File: src/rtl/dmem_arbiter_if.sv
// Bus bundle for dmem_arbiter: core and loader request ports plus the memory-side strobes.
interface dmem_arbiter_if #(
    parameter int unsigned DATA_W = 32,
    parameter int unsigned ADDR_W = 9
);
    logic              c_req;
    logic              c_we;
    logic [ADDR_W-1:0] c_addr;
    logic [DATA_W-1:0] c_wdata;
    logic              c_ack;
    logic [DATA_W-1:0] c_rdata;

    logic              l_req;
    logic              l_we;
    logic [ADDR_W-1:0] l_addr;
    logic [DATA_W-1:0] l_wdata;
    logic              l_ack;
    logic [DATA_W-1:0] l_rdata;

    logic              wr;
    logic              rd;
    logic [ADDR_W-1:0] addr;
    logic [DATA_W-1:0] wr_data;
    logic [DATA_W-1:0] rd_data;
    logic              busy;

    // Arbiter side
    modport slave (
        input  c_req, c_we, c_addr, c_wdata,
        output c_ack, c_rdata,
        input  l_req, l_we, l_addr, l_wdata,
        output l_ack, l_rdata,
        output wr, rd, addr, wr_data, busy,
        input  rd_data
    );

    // Requester / memory side
    modport master (
        output c_req, c_we, c_addr, c_wdata,
        input  c_ack, c_rdata,
        output l_req, l_we, l_addr, l_wdata,
        input  l_ack, l_rdata,
        input  wr, rd, addr, wr_data, busy,
        output rd_data
    );
endinterface

File: src/rtl/dmem_arbiter.sv
// Two-requester data-memory arbiter: core has fixed priority, loader is forced after MAX_WAIT
// consecutive core grants. Each access is strobe, RD_LAT wait (reads only), then a one-cycle ack.
module dmem_arbiter #(
    parameter int unsigned DATA_W   = 32,
    parameter int unsigned ADDR_W   = 9,
    parameter int unsigned RD_LAT   = 1,
    parameter int unsigned MAX_WAIT = 4
) (
    input logic           clk,
    input logic           reset,
    dmem_arbiter_if.slave bus
);
    localparam int unsigned CNT_W    = $clog2(RD_LAT + 1);
    localparam int unsigned STREAK_W = $clog2(MAX_WAIT + 1);

    typedef enum logic [1:0] {IDLE, ACCESS, WAIT, DONE} state_t;

    state_t              state, state_nxt;
    logic [STREAK_W-1:0] streak, streak_nxt;
    logic                owner, owner_nxt;
    logic                we, we_nxt;
    logic [CNT_W-1:0]    cnt, cnt_nxt;
    logic                grant_l;

    logic                wr_q, wr_nxt;
    logic                rd_q, rd_nxt;
    logic [ADDR_W-1:0]   addr_q, addr_nxt;
    logic [DATA_W-1:0]   wr_data_q, wr_data_nxt;
    logic                c_ack_q, c_ack_nxt;
    logic                l_ack_q, l_ack_nxt;
    logic [DATA_W-1:0]   c_rdata_q, c_rdata_nxt;
    logic [DATA_W-1:0]   l_rdata_q, l_rdata_nxt;
    logic                busy_q, busy_nxt;

    // State and registered outputs
    always_ff @(posedge clk or negedge reset) begin
        if (!reset) begin
            state     <= IDLE;
            streak    <= '0;
            owner     <= 1'b0;
            we        <= 1'b0;
            cnt       <= '0;
            wr_q      <= 1'b0;
            rd_q      <= 1'b0;
            addr_q    <= '0;
            wr_data_q <= '0;
            c_ack_q   <= 1'b0;
            l_ack_q   <= 1'b0;
            c_rdata_q <= '0;
            l_rdata_q <= '0;
            busy_q    <= 1'b0;
        end else begin
            state     <= state_nxt;
            streak    <= streak_nxt;
            owner     <= owner_nxt;
            we        <= we_nxt;
            cnt       <= cnt_nxt;
            wr_q      <= wr_nxt;
            rd_q      <= rd_nxt;
            addr_q    <= addr_nxt;
            wr_data_q <= wr_data_nxt;
            c_ack_q   <= c_ack_nxt;
            l_ack_q   <= l_ack_nxt;
            c_rdata_q <= c_rdata_nxt;
            l_rdata_q <= l_rdata_nxt;
            busy_q    <= busy_nxt;
        end
    end

    // Next state, arbitration and next output values
    always_comb begin
        state_nxt   = state;
        streak_nxt  = streak;
        owner_nxt   = owner;
        we_nxt      = we;
        cnt_nxt     = cnt;
        addr_nxt    = addr_q;
        wr_data_nxt = wr_data_q;
        c_rdata_nxt = c_rdata_q;
        l_rdata_nxt = l_rdata_q;
        grant_l     = 1'b0;

        case (state)
            IDLE: begin
                if (bus.c_req || bus.l_req) begin
                    grant_l     = bus.l_req && (!bus.c_req || (streak >= STREAK_W'(MAX_WAIT)));
                    owner_nxt   = grant_l;
                    we_nxt      = grant_l ? bus.l_we    : bus.c_we;
                    addr_nxt    = grant_l ? bus.l_addr  : bus.c_addr;
                    wr_data_nxt = grant_l ? bus.l_wdata : bus.c_wdata;
                    state_nxt   = ACCESS;
                    // Streak only grows while the loader is actually being passed over
                    if (grant_l || !bus.l_req) begin
                        streak_nxt = '0;
                    end else if (streak < STREAK_W'(MAX_WAIT)) begin
                        streak_nxt = streak + STREAK_W'(1);
                    end
                end
            end
            ACCESS: begin
                if (we) begin
                    state_nxt = DONE;
                end else begin
                    state_nxt = WAIT;
                    cnt_nxt   = CNT_W'(RD_LAT);
                end
            end
            WAIT: begin
                if (cnt == CNT_W'(1)) begin
                    state_nxt = DONE;
                    if (owner) begin
                        l_rdata_nxt = bus.rd_data;
                    end else begin
                        c_rdata_nxt = bus.rd_data;
                    end
                end else begin
                    cnt_nxt = cnt - CNT_W'(1);
                end
            end
            DONE: begin
                state_nxt = IDLE;
            end
            default: begin
                state_nxt = IDLE;
            end
        endcase

        wr_nxt    = (state_nxt == ACCESS) && we_nxt;
        rd_nxt    = (state_nxt == ACCESS) && !we_nxt;
        c_ack_nxt = (state_nxt == DONE) && !owner_nxt;
        l_ack_nxt = (state_nxt == DONE) && owner_nxt;
        busy_nxt  = (state_nxt != IDLE);
    end

    assign bus.wr      = wr_q;
    assign bus.rd      = rd_q;
    assign bus.addr    = addr_q;
    assign bus.wr_data = wr_data_q;
    assign bus.c_ack   = c_ack_q;
    assign bus.l_ack   = l_ack_q;
    assign bus.c_rdata = c_rdata_q;
    assign bus.l_rdata = l_rdata_q;
    assign bus.busy    = busy_q;
endmodule

File: src/flat_wrapper.sv
// flat-port wrapper written by rule: the top's interface ports become plain ports
module dmem_arbiter_flat 
#(
    parameter int unsigned DATA_W   = 32,
    parameter int unsigned ADDR_W   = 9,
    parameter int unsigned RD_LAT   = 1,
    parameter int unsigned MAX_WAIT = 4
)
  (clk, reset, bus_c_req, bus_c_we, bus_c_addr, bus_c_wdata, bus_c_ack, bus_c_rdata, bus_l_req, bus_l_we, bus_l_addr, bus_l_wdata, bus_l_ack, bus_l_rdata, bus_wr, bus_rd, bus_addr, bus_wr_data, bus_busy, bus_rd_data);
  dmem_arbiter_if #(.DATA_W(DATA_W), .ADDR_W(ADDR_W)) bus_i ();
  input logic clk;
  input logic reset;
  input wire logic [$bits(bus_i.c_req)-1:0] bus_c_req;
  input wire logic [$bits(bus_i.c_we)-1:0] bus_c_we;
  input wire logic [$bits(bus_i.c_addr)-1:0] bus_c_addr;
  input wire logic [$bits(bus_i.c_wdata)-1:0] bus_c_wdata;
  output wire logic [$bits(bus_i.c_ack)-1:0] bus_c_ack;
  output wire logic [$bits(bus_i.c_rdata)-1:0] bus_c_rdata;
  input wire logic [$bits(bus_i.l_req)-1:0] bus_l_req;
  input wire logic [$bits(bus_i.l_we)-1:0] bus_l_we;
  input wire logic [$bits(bus_i.l_addr)-1:0] bus_l_addr;
  input wire logic [$bits(bus_i.l_wdata)-1:0] bus_l_wdata;
  output wire logic [$bits(bus_i.l_ack)-1:0] bus_l_ack;
  output wire logic [$bits(bus_i.l_rdata)-1:0] bus_l_rdata;
  output wire logic [$bits(bus_i.wr)-1:0] bus_wr;
  output wire logic [$bits(bus_i.rd)-1:0] bus_rd;
  output wire logic [$bits(bus_i.addr)-1:0] bus_addr;
  output wire logic [$bits(bus_i.wr_data)-1:0] bus_wr_data;
  output wire logic [$bits(bus_i.busy)-1:0] bus_busy;
  input wire logic [$bits(bus_i.rd_data)-1:0] bus_rd_data;
  assign bus_i.c_req = bus_c_req;
  assign bus_i.c_we = bus_c_we;
  assign bus_i.c_addr = bus_c_addr;
  assign bus_i.c_wdata = bus_c_wdata;
  assign bus_c_ack = bus_i.c_ack;
  assign bus_c_rdata = bus_i.c_rdata;
  assign bus_i.l_req = bus_l_req;
  assign bus_i.l_we = bus_l_we;
  assign bus_i.l_addr = bus_l_addr;
  assign bus_i.l_wdata = bus_l_wdata;
  assign bus_l_ack = bus_i.l_ack;
  assign bus_l_rdata = bus_i.l_rdata;
  assign bus_wr = bus_i.wr;
  assign bus_rd = bus_i.rd;
  assign bus_addr = bus_i.addr;
  assign bus_wr_data = bus_i.wr_data;
  assign bus_busy = bus_i.busy;
  assign bus_i.rd_data = bus_rd_data;
  dmem_arbiter #(.DATA_W(DATA_W), .ADDR_W(ADDR_W), .RD_LAT(RD_LAT), .MAX_WAIT(MAX_WAIT)) u_core (.clk(clk), .reset(reset), .bus(bus_i));
endmodule
File: config.mk
export PLATFORM = sky130hd
export DESIGN_NAME = dmem_arbiter_flat
export DESIGN_NICKNAME = d
export VERILOG_FILES = /design/src/rtl/dmem_arbiter_if.sv /design/src/rtl/dmem_arbiter.sv /design/src/flat_wrapper.sv
export SDC_FILE = /design/constraint.sdc
export NUM_CORES = 1
export LEC_CHECK = 0
export BUFFER_PORTS_ARGS = -buffer_cell sky130_fd_sc_hd__clkbuf_2
export CORE_ASPECT_RATIO = 2
export CORE_MARGIN = 2
export CORE_UTILIZATION = 42
export DETAILED_ROUTE_END_ITERATION = 6
export PLACE_DENSITY = 0.82
export SYNTH_ARGS = -nofsm -noshare
export SYNTH_HDL_FRONTEND = slang
export SYNTH_SLANG_ARGS = --single-unit
File: constraint.sdc
create_clock -name clk -period 1.5 [get_ports clk]
set_input_delay 0.15 -clock clk [delete_from_list [all_inputs] [get_ports clk]]
set_output_delay 0.15 -clock clk [all_outputs]
set_load 0.1 [all_outputs]
# ---- After elaboration in Yosys (flattened, before gate mapping)
# Index checks and enable logic that the tools add are counted.
dict set report classes {
  mux 16
  reduce_logical 21
  n_lt_le_gt_ge 2
  n_bitwise 1
  addsub 2
  n_eq_ne 6
}
# operator n
set op_table {}
lappend op_table {{32-bit two-way mux} 1}
lappend op_table {{9-bit two-way mux} 1}
lappend op_table {{3-bit AND reduction} 3}
lappend op_table {{1-bit two-way mux} 8}
lappend op_table {{2-bit case mux with 4 select lines} 1}
lappend op_table {{2-bit == test, second input constant} 3}
lappend op_table {{3-bit two-way mux} 2}
lappend op_table {{2-bit nonzero test} 3}
lappend op_table {{1-bit logical AND} 5}
lappend op_table {{2-bit by 1-bit == test with 1-bit output, second input constant} 2}
lappend op_table {{1-bit zero test} 4}
lappend op_table {{2-bit two-way mux} 2}
lappend op_table {{2-bit AND reduction} 2}
lappend op_table {{3-bit by 1-bit adder with 3-bit output, second input constant} 1}
lappend op_table {{3-bit >= comparator, second input constant} 1}
lappend op_table {{1-bit logical OR} 3}
lappend op_table {{3-bit less-than comparator, second input constant} 1}
lappend op_table {{2-bit zero test} 1}
lappend op_table {{2-bit != test, second input constant} 1}
lappend op_table {{1-bit case mux with 2 select lines} 1}
lappend op_table {{1-bit inverter} 1}
lappend op_table {{1-bit subtractor, second input constant} 1}
dict set report totals {
  reg_bits 118
  wordCells 62
  output_inout_bits 110
  input_bits 120
}

# ---- Logic depth before layout (Yosys ltp)
# Gate-level depths: netlist of run 1.
dict set report logic_depth {
  depth_word 8
  ltp_mapped 7
  ltp_nobuf 6
}

# ---- Worst setup path after synthesis of run 1
# Ideal clock, no wire load.
dict set report synth_path {
  path_type {reg-to-reg}
  startpoint {register u_core.state[0]}
  endpoint {register u_core.c_rdata_q[10] (netlist: u_core.bus.c_rdata[10])}
  setup_slack_ns 0.012
  required_time_ns 1.374
  t_arrival_ns 1.362
  stages_incl_launch_ff 6
  period_less_slack_ns 1.488
  path_buffers 1
  setup_time_ns 0.126
  path_cell_list {dfrtp_1 > inv_1 > ha_1 > nand3b_1 > buf_2 > mux2_2}
}
dict set report synth_between {
  elab_chain_cells 2
}
# element line_no
set synth_lines {}
lappend synth_lines {{from (decl)} dmem_arbiter.sv:18} ;# state_t state, state_nxt;
lappend synth_lines {{from (signal assigned)} dmem_arbiter.sv:53} ;# state <= state_nxt;
lappend synth_lines {{2-bit == test} dmem_arbiter.sv:83} ;# case (state)
lappend synth_lines {{3-bit AND reduction (no source line)} -}
lappend synth_lines {{to (signal assigned)} dmem_arbiter.sv:64} ;# c_rdata_q <= c_rdata_nxt;
lappend synth_lines {{to (decl)} dmem_arbiter.sv:31} ;# logic [DATA_W-1:0] c_rdata_q, c_rdata_nxt;
# No other way between the ends.
# A chain may end at the register's enable or synchronous reset.

# ---- Worst setup path in the final report of run 1
dict set report layout_path {
  startpoint {register u_core.state[0]}
  endpoint {register u_core.l_rdata_q[31] (netlist: u_core.bus.l_rdata[31])}
}
dict set report layout_between {
  elab_chain_cells 2
}
# element line_no
set layout_lines {}
lappend layout_lines {{2-bit == test} dmem_arbiter.sv:83}
lappend layout_lines {{3-bit AND reduction (no source line)} -}
lappend layout_lines {{to (signal assigned)} dmem_arbiter.sv:65} ;# l_rdata_q <= l_rdata_nxt;
lappend layout_lines {{to (decl)} dmem_arbiter.sv:32} ;# logic [DATA_W-1:0] l_rdata_q, l_rdata_nxt;
# No other way between the ends.

==> flow_summary.yaml, run 1 <==
worst_setup_path:
  crit_path_cell_trace: "inv_2 > ha_4 > nand3_1 > buf_12 > mux2_2"
  worstSetupEndpointType: "flip-flop"
  path_max_fanout: 32
  crit_path_start_kind: "flip-flop"
  critPathArrivalTime_ns: 1.79
  critical_path_class: "flip-flop to flip-flop"
  cp_slowest_cell: "dfrtp_1"
  crit_family: "flip-flops"
  slowest_delay_ns: 0.38
  cp_data_required_time_ns: 1.78
  cp_num_buf_inv: 2
finish:
  antenna_cells: 0
  drive_above_1_share: 0.557
  final-instance-count-excl-fill: 805
  fin_nets: 775
  area_growth_pct: 54.1
  layout_common_cells: "228 x clkbuf_2, 118 x dfrtp_1, 65 x mux2_2"
  layout_commonest_cell: "clkbuf_2"
  final_util: 0.660
  final_area_um2: 7450
clocking:
  root_buffer: "clkbuf_16"
  cts_made_buffers: 17
  cts.sinks: 118
  h-tree-depth: 4
  clk_pin_slew_worst_paths_ns: 0.06
  clockBufferDepth: 2
  clock_latency_ns: 0.40
  cts_tree: "built"
logic_synthesis:
  synthesis.instances: 365
  yosys_warnings: 0
  synth_edf_count: 0
  synth-xor-area-share: 0
  syn_area_per_cell_um2: 13.2
  muxShareOfSynthArea: 0.236
  yosys.area_share.simple: 0.0513
  synth_top_family_by_area: "multiplexers"
  ys_seq_elements: 118
  ys_types: 28
  synth_top_flop_cell: "dfrtp_1"
  syn-num-nets: 490
  synth_compound_area_frac: 0.0640
  synth-adder-area-share: 0.0129
  ys_seq_area_frac: 0.611
  syn-cell-area_um2: 4830
  async_flop_share: 1.00
route:
  drc: 0
  drtIter0Drc: 168
  wl_per_cell_um: 16.4
  wirelength_um: 13200
  vias_per_cell: 4.94
  vias: 3973
  ant_nets: 0
  drtPass1Iterations: 4
global_route:
  grt_max_degree: 76
  grt-ovfl-total: 0
  grt_pass1_wl_um: 19800
  grt_pass1_vias: 4228
  antenna_found_initial: 0
  grt_usage: 0.206
status:
  status: "finished, violations left"
  violations: "setup timing"
placement:
  placed_cell_area_um2: 6240
  dpl.hpwl_um: 8700
  dp_cells: 726
  port-buffer-count: 229
  gp_congestion: 0.778
sta:
  hold_violations: 0
  skew_ns: 0.00717
  final.min_clock_period_ns: 1.51
  setup_slack_ns: -0.0132
  slew_violations: 0
  relSlewSlack: 0.622
  setup_viol: 9
  tightest_slew_ns: 0.570
  rsz0062_at_grt: "yes"
  fmax_mhz: 661
  min_period_over_period: 1.01
  setup-tns-final_ns: -0.0543
worst_hold_path:
  hp-class: "input pin to flip-flop"
floorplan:
  die_w_um: 79.8
  rows: 55
  die-area_um2: 12400
  core-area_um2: 11300
  die_h_um: 156
  initial_core_util: 0.428
  io_pins: 230
flow_run:
  cap_violations: 0
## cell usage after synthesis (2+ instances only)
| master | count | area, um2 |
|---|---|---|
| clkbuf_1 | 3 | 11.3 |
| a22o_1 | 2 | 17.5 |
| nand2b_1 | 2 | 12.5 |
| nand2_1 | 44 | 165 |
| nor2_1 | 3 | 11.3 |
| mux2_2 | 65 | 732 |
| a211oi_1 | 2 | 15.0 |
| buf_4 | 3 | 22.5 |
| a21oi_1 | 2 | 10.0 |
| ha_1 | 5 | 62.6 |
| o21ai_0 | 5 | 25.0 |
| inv_1 | 2 | 7.51 |
| o21ai_1 | 42 | 210 |
| nand3b_1 | 2 | 15.0 |
| mux2i_1 | 41 | 410 |
| dfrtp_1 | 118 | 2950 |
| buf_2 | 13 | 65.1 |
## state kept, by name, summed over array words and instances (netlist names), 2 cells and up
name	flops
u_core.streak	3
u_core.bus.l_rdata	32
u_core.bus.wr_data	32
u_core.bus.addr	9
u_core.bus.c_rdata	32
u_core.state	2
## layer usage
layer  global-route usage  wire (um)  vias to the layer above
li1                     -          -                     1854
met1                0.199       4550                     1944
met2                0.407       7700                      156
met3               0.0492        707                       19
met4               0.0759        210                        0
met5                    0          0                        -
## kinds of logic after synthesis
| logic type | after synthesis |
|---|---|
| and+or+nand+nor | 57 |
| DFF | 118 |
| adders and majority gates | 5 |
| AOI/OAI and AO/OA | 56 |
| muxes | 106 |
| buffers and inverters | 23 |
## layout make-up
type,count,area (um2)
clock buffers,18,429
clock inverters,14,175
fillers,862,3840
inverters,3,11.3
multi-input cells,225,1860
flip-flops and latches,118,2950
well taps,142,178
repair buffers,285,1840
## worst reg2reg max path: cells and delay by family, from the launching register on
family / cells / cell delay, ns
multiplexers: 1 / 0.38
flip-flops: 1 / 0.38
buffers and inverters: 2 / 0.32
adder cells (fa/ha/maj): 1 / 0.18
AND/OR/NAND/NOR: 1 / 0.14
## repair_timing
item / 4_1_cts / 5_1_grt
pin swaps: 5 / 9
setup buffers: 4 / 4
hold buffers: 32 / 0
hold endpoints to repair: 171 / 0
setup endpoints to repair: 97 / 107
cloned: 1 / 6
resized for setup: 8 / 16
## per-stage QoR
step                      hold slack (ns)  setup WS (ns)
after floorplan                    -0.146         0.0122
after global placement              0.151        -0.0503
after detailed placement            0.155         -0.127
after CTS                        0.000288         0.0113
after global routing              0.00154        -0.0716
final                              0.0177        -0.0132
## worst paths after layout
| kind | from | end | slack [ns] | cells past startpoint |
|---|---|---|---|---|
| max | u_core.state[0]$_DFF_PN0_ | u_core.bus.l_rdata[31]$_DFFE_PN0P_ | -0.01 | 5 |
| min | bus_l_wdata[2] | u_core.bus.wr_data[2]$_DFFE_PN0P_ | 0.02 | 3 |
| max reg2reg | u_core.state[0]$_DFF_PN0_ | u_core.bus.l_rdata[31]$_DFFE_PN0P_ | -0.01 | 5 |
| min reg2reg | u_core.bus.wr_data[14]$_DFFE_PN0P_ | u_core.bus.wr_data[14]$_DFFE_PN0P_ | 0.48 | 2 |
| max in group asynchronous | reset | u_core.bus.wr_data[16]$_DFFE_PN0P_ | 0.83 | 3 |
| min in group asynchronous | reset | u_core.bus.c_rdata[10]$_DFFE_PN0P_ | 0.28 | 3 |
Power of run 1 is left out: the tool's default activity adds up to more than one toggle a clock period on the data nets, which glitch-free logic cannot reach.
==> inputs of run 2 (changes only) <==
Settings changed: BUFFER_PORTS_ARGS -buffer_cell sky130_fd_sc_hd__clkbuf_2 to not set, CORE_UTILIZATION 42 to 56, DONT_BUFFER_PORTS set to 1, PLACE_DENSITY 0.82 to 0.8.
==> run 2 against run 1 <==
Effect of this change:
- the run ends with hold timing, setup timing left
- register-to-register slack worse by 0.22 ns
- count of clock-buffer cells in the layout decreased by 1
- global-route usage is 14 points higher
- die area shrank 24%
- fmax is 13% lower
- routed wire length increased by 66%
- flip-flop and latch count unchanged
- setup slack worse by 0.22 ns
- design area grew 9.4%
- critical path depth rose by 3
- first-iteration DRC count is 120% higher
- critical endpoint is now u_core.bus.rd$_DFF_PN0_
==> flow_summary.yaml, run 2 (same netlist as run 1, synthesis figures left out) <==
worst_setup_path:
  r2r-start: "u_core.state[0]$_DFF_PN0_"
  crit_end: "u_core.bus.rd$_DFF_PN0_"
  slowest_delay_ns: 0.43
  r2r_slack_ns: -0.23
  r2r_cells: 8
  path_common_cell: "buf_4"
  startpoint: "u_core.state[0]$_DFF_PN0_"
  critical_path_class: "flip-flop to flip-flop"
  cp_slowest_cell: "dfrtp_1"
  worstSetupEndpointType: "flip-flop"
  crit_path_cell_trace: "inv_2 > ha_4 > buf_4 > a22oi_2 > o211ai_1 > buf_4 > nand2b_1 > nor2_1"
  path_max_fanout: 5
  cp_data_required_time_ns: 1.84
  timing.rr.end: "u_core.bus.rd$_DFF_PN0_"
  critPathArrivalTime_ns: 2.07
  crit_path_start_kind: "flip-flop"
placement:
  pre_cts_ws_ns: -0.146
  gp_congestion: 0.785
  port-buffer-count: 0
  dpl.hpwl_um: 7700
global_route:
  grt_pass1_vias: 4547
  grt_usage: 0.343
  antenna_found_initial: 2
  grt_pass1_wl_um: 24600
  grt_max_degree: 119
  grt-ovfl-total: 0
finish:
  layout_common_cells: "122 x buf_4, 117 x dfrtp_1, 116 x dlygate4sd3_1"
  fin_nets: 750
  area_growth_pct: 68.6
  drive_above_1_share: 0.417
  fillers: 192
  layout_commonest_cell: "buf_4"
worst_hold_path:
  hp-class: "input pin to asynchronous set/reset pin"
floorplan:
  die_h_um: 135
  initial_core_util: 0.567
  core-area_um2: 8530
  io_pins: 230
  die_w_um: 69.7
  rows: 48
  die-area_um2: 9430
clocking:
  root_buffer: "clkbuf_16"
  clk_pin_slew_worst_paths_ns: 0.06
  clockBufferDepth: 2
  clock_latency_ns: 0.43
  cts.sinks: 118
  cts_made_buffers: 17
  cts_hold_buf: 116
  h-tree-depth: 4
  cts_tree: "built"
route:
  wirelength_um: 21900
  wl_per_cell_um: 29.5
  drtPass1Iterations: 5
  vias: 4677
  drc: 0
  drtIter0Drc: 372
  ant_nets: 0
  vias_per_cell: 6.32
sta:
  fmax_mhz: 577
  setup_viol: 89
  relSlewSlack: 0.686
  slew_violations: 0
  final.min_clock_period_ns: 1.73
  hold_violations: 118
  skew_ns: 0.0105
  tightest_slew_ns: 0.472
  min_period_over_period: 1.16
  rsz0062_at_grt: "yes"
  holdWs_ns: -0.579
  setup_slack_ns: -0.233
flow_run:
  cap_violations: 0
status:
  status: "finished, violations left"
  violations: "hold timing, setup timing"
==> run 2: repair_timing <==
| item | in CTS | in global routing |
|---|---|---|
| setup endpoints to repair | 73 | 105 |
| resized for setup | 9 | 30 |
| endpoints found under the hold margin | 226 | 118 |
| pin swaps | 4 | 7 |
| setup buffers | 1 | 16 |
| cloned | 1 | 9 |
==> run 2: area by class of cell <==
class / count / area (um2) / share of cell area
Clock inverter: 15 / 226 / 0.0278
Multi-Input combinational cell: 225 / 1890 / 0.232
Clock buffer: 17 / 425 / 0.0522
Timing Repair Buffer: 260 / 2510 / 0.308
Tap cell: 100 / 125 / 0.0154
Antenna cell: 2 / 5.00 / 0.000614
Inverter: 3 / 11.3 / 0.00138
Sequential cell: 118 / 2950 / 0.363
==> run 2: stage by stage <==
stage / setup TNS [ns] / instances / area [um2] / util / hold slack, ns
5_1_grt: -12.13 / 740 / 8150 / 0.956 / -0.583
6_report: -8.69 / 740 / 8150 / 0.956 / -0.579
3_5_place_dp: -3.55 / 563 / 5820 / 0.683 / -0.143
2_1_floorplan: 0 / 365 / 4830 / - / -0.146
4_1_cts: -0.794 / 713 / 7700 / 0.903 / -0.569
3_3_place_gp: -0.136 / 563 / 5820 / 0.683 / -0.143
==> run 2: worst min-delay path by stage <==
stage	slack (ns)	cells past startpoint	to
6_report	-0.58	0	u_core.bus.l_rdata[5]$_DFFE_PN0P_
5_1_grt	-0.58	0	u_core.bus.l_rdata[5]$_DFFE_PN0P_
4_1_cts	-0.57	0	u_core.bus.l_rdata[5]$_DFFE_PN0P_
3_5_place_dp	-0.14	0	u_core.bus.c_rdata[10]$_DFFE_PN0P_
3_3_place_gp	-0.14	0	u_core.bus.c_rdata[10]$_DFFE_PN0P_
2_1_floorplan	-0.15	0	u_core.bus.addr[0]$_DFFE_PN0P_
==> run 2: worst max-delay path: cells and delay by family (launching register included) <==
kind	cells	cell delay (ns)
simple gates	2	0.20
buf+inv	3	0.50
flops	1	0.43
compound gates	2	0.33
fa+ha+maj	1	0.20
==> run 2: metal layers <==
metal / GRT usage / routed length (um) / vias to the layer above
met3: 0.0781 / 2010 / 163
li1: - / - / 1810
met1: 0.385 / 6440 / 2231
met4: 0.174 / 1920 / 0
met5: 0 / 0 / -
met2: 0.607 / 11500 / 473
Power of run 2 is left out for the same reason.
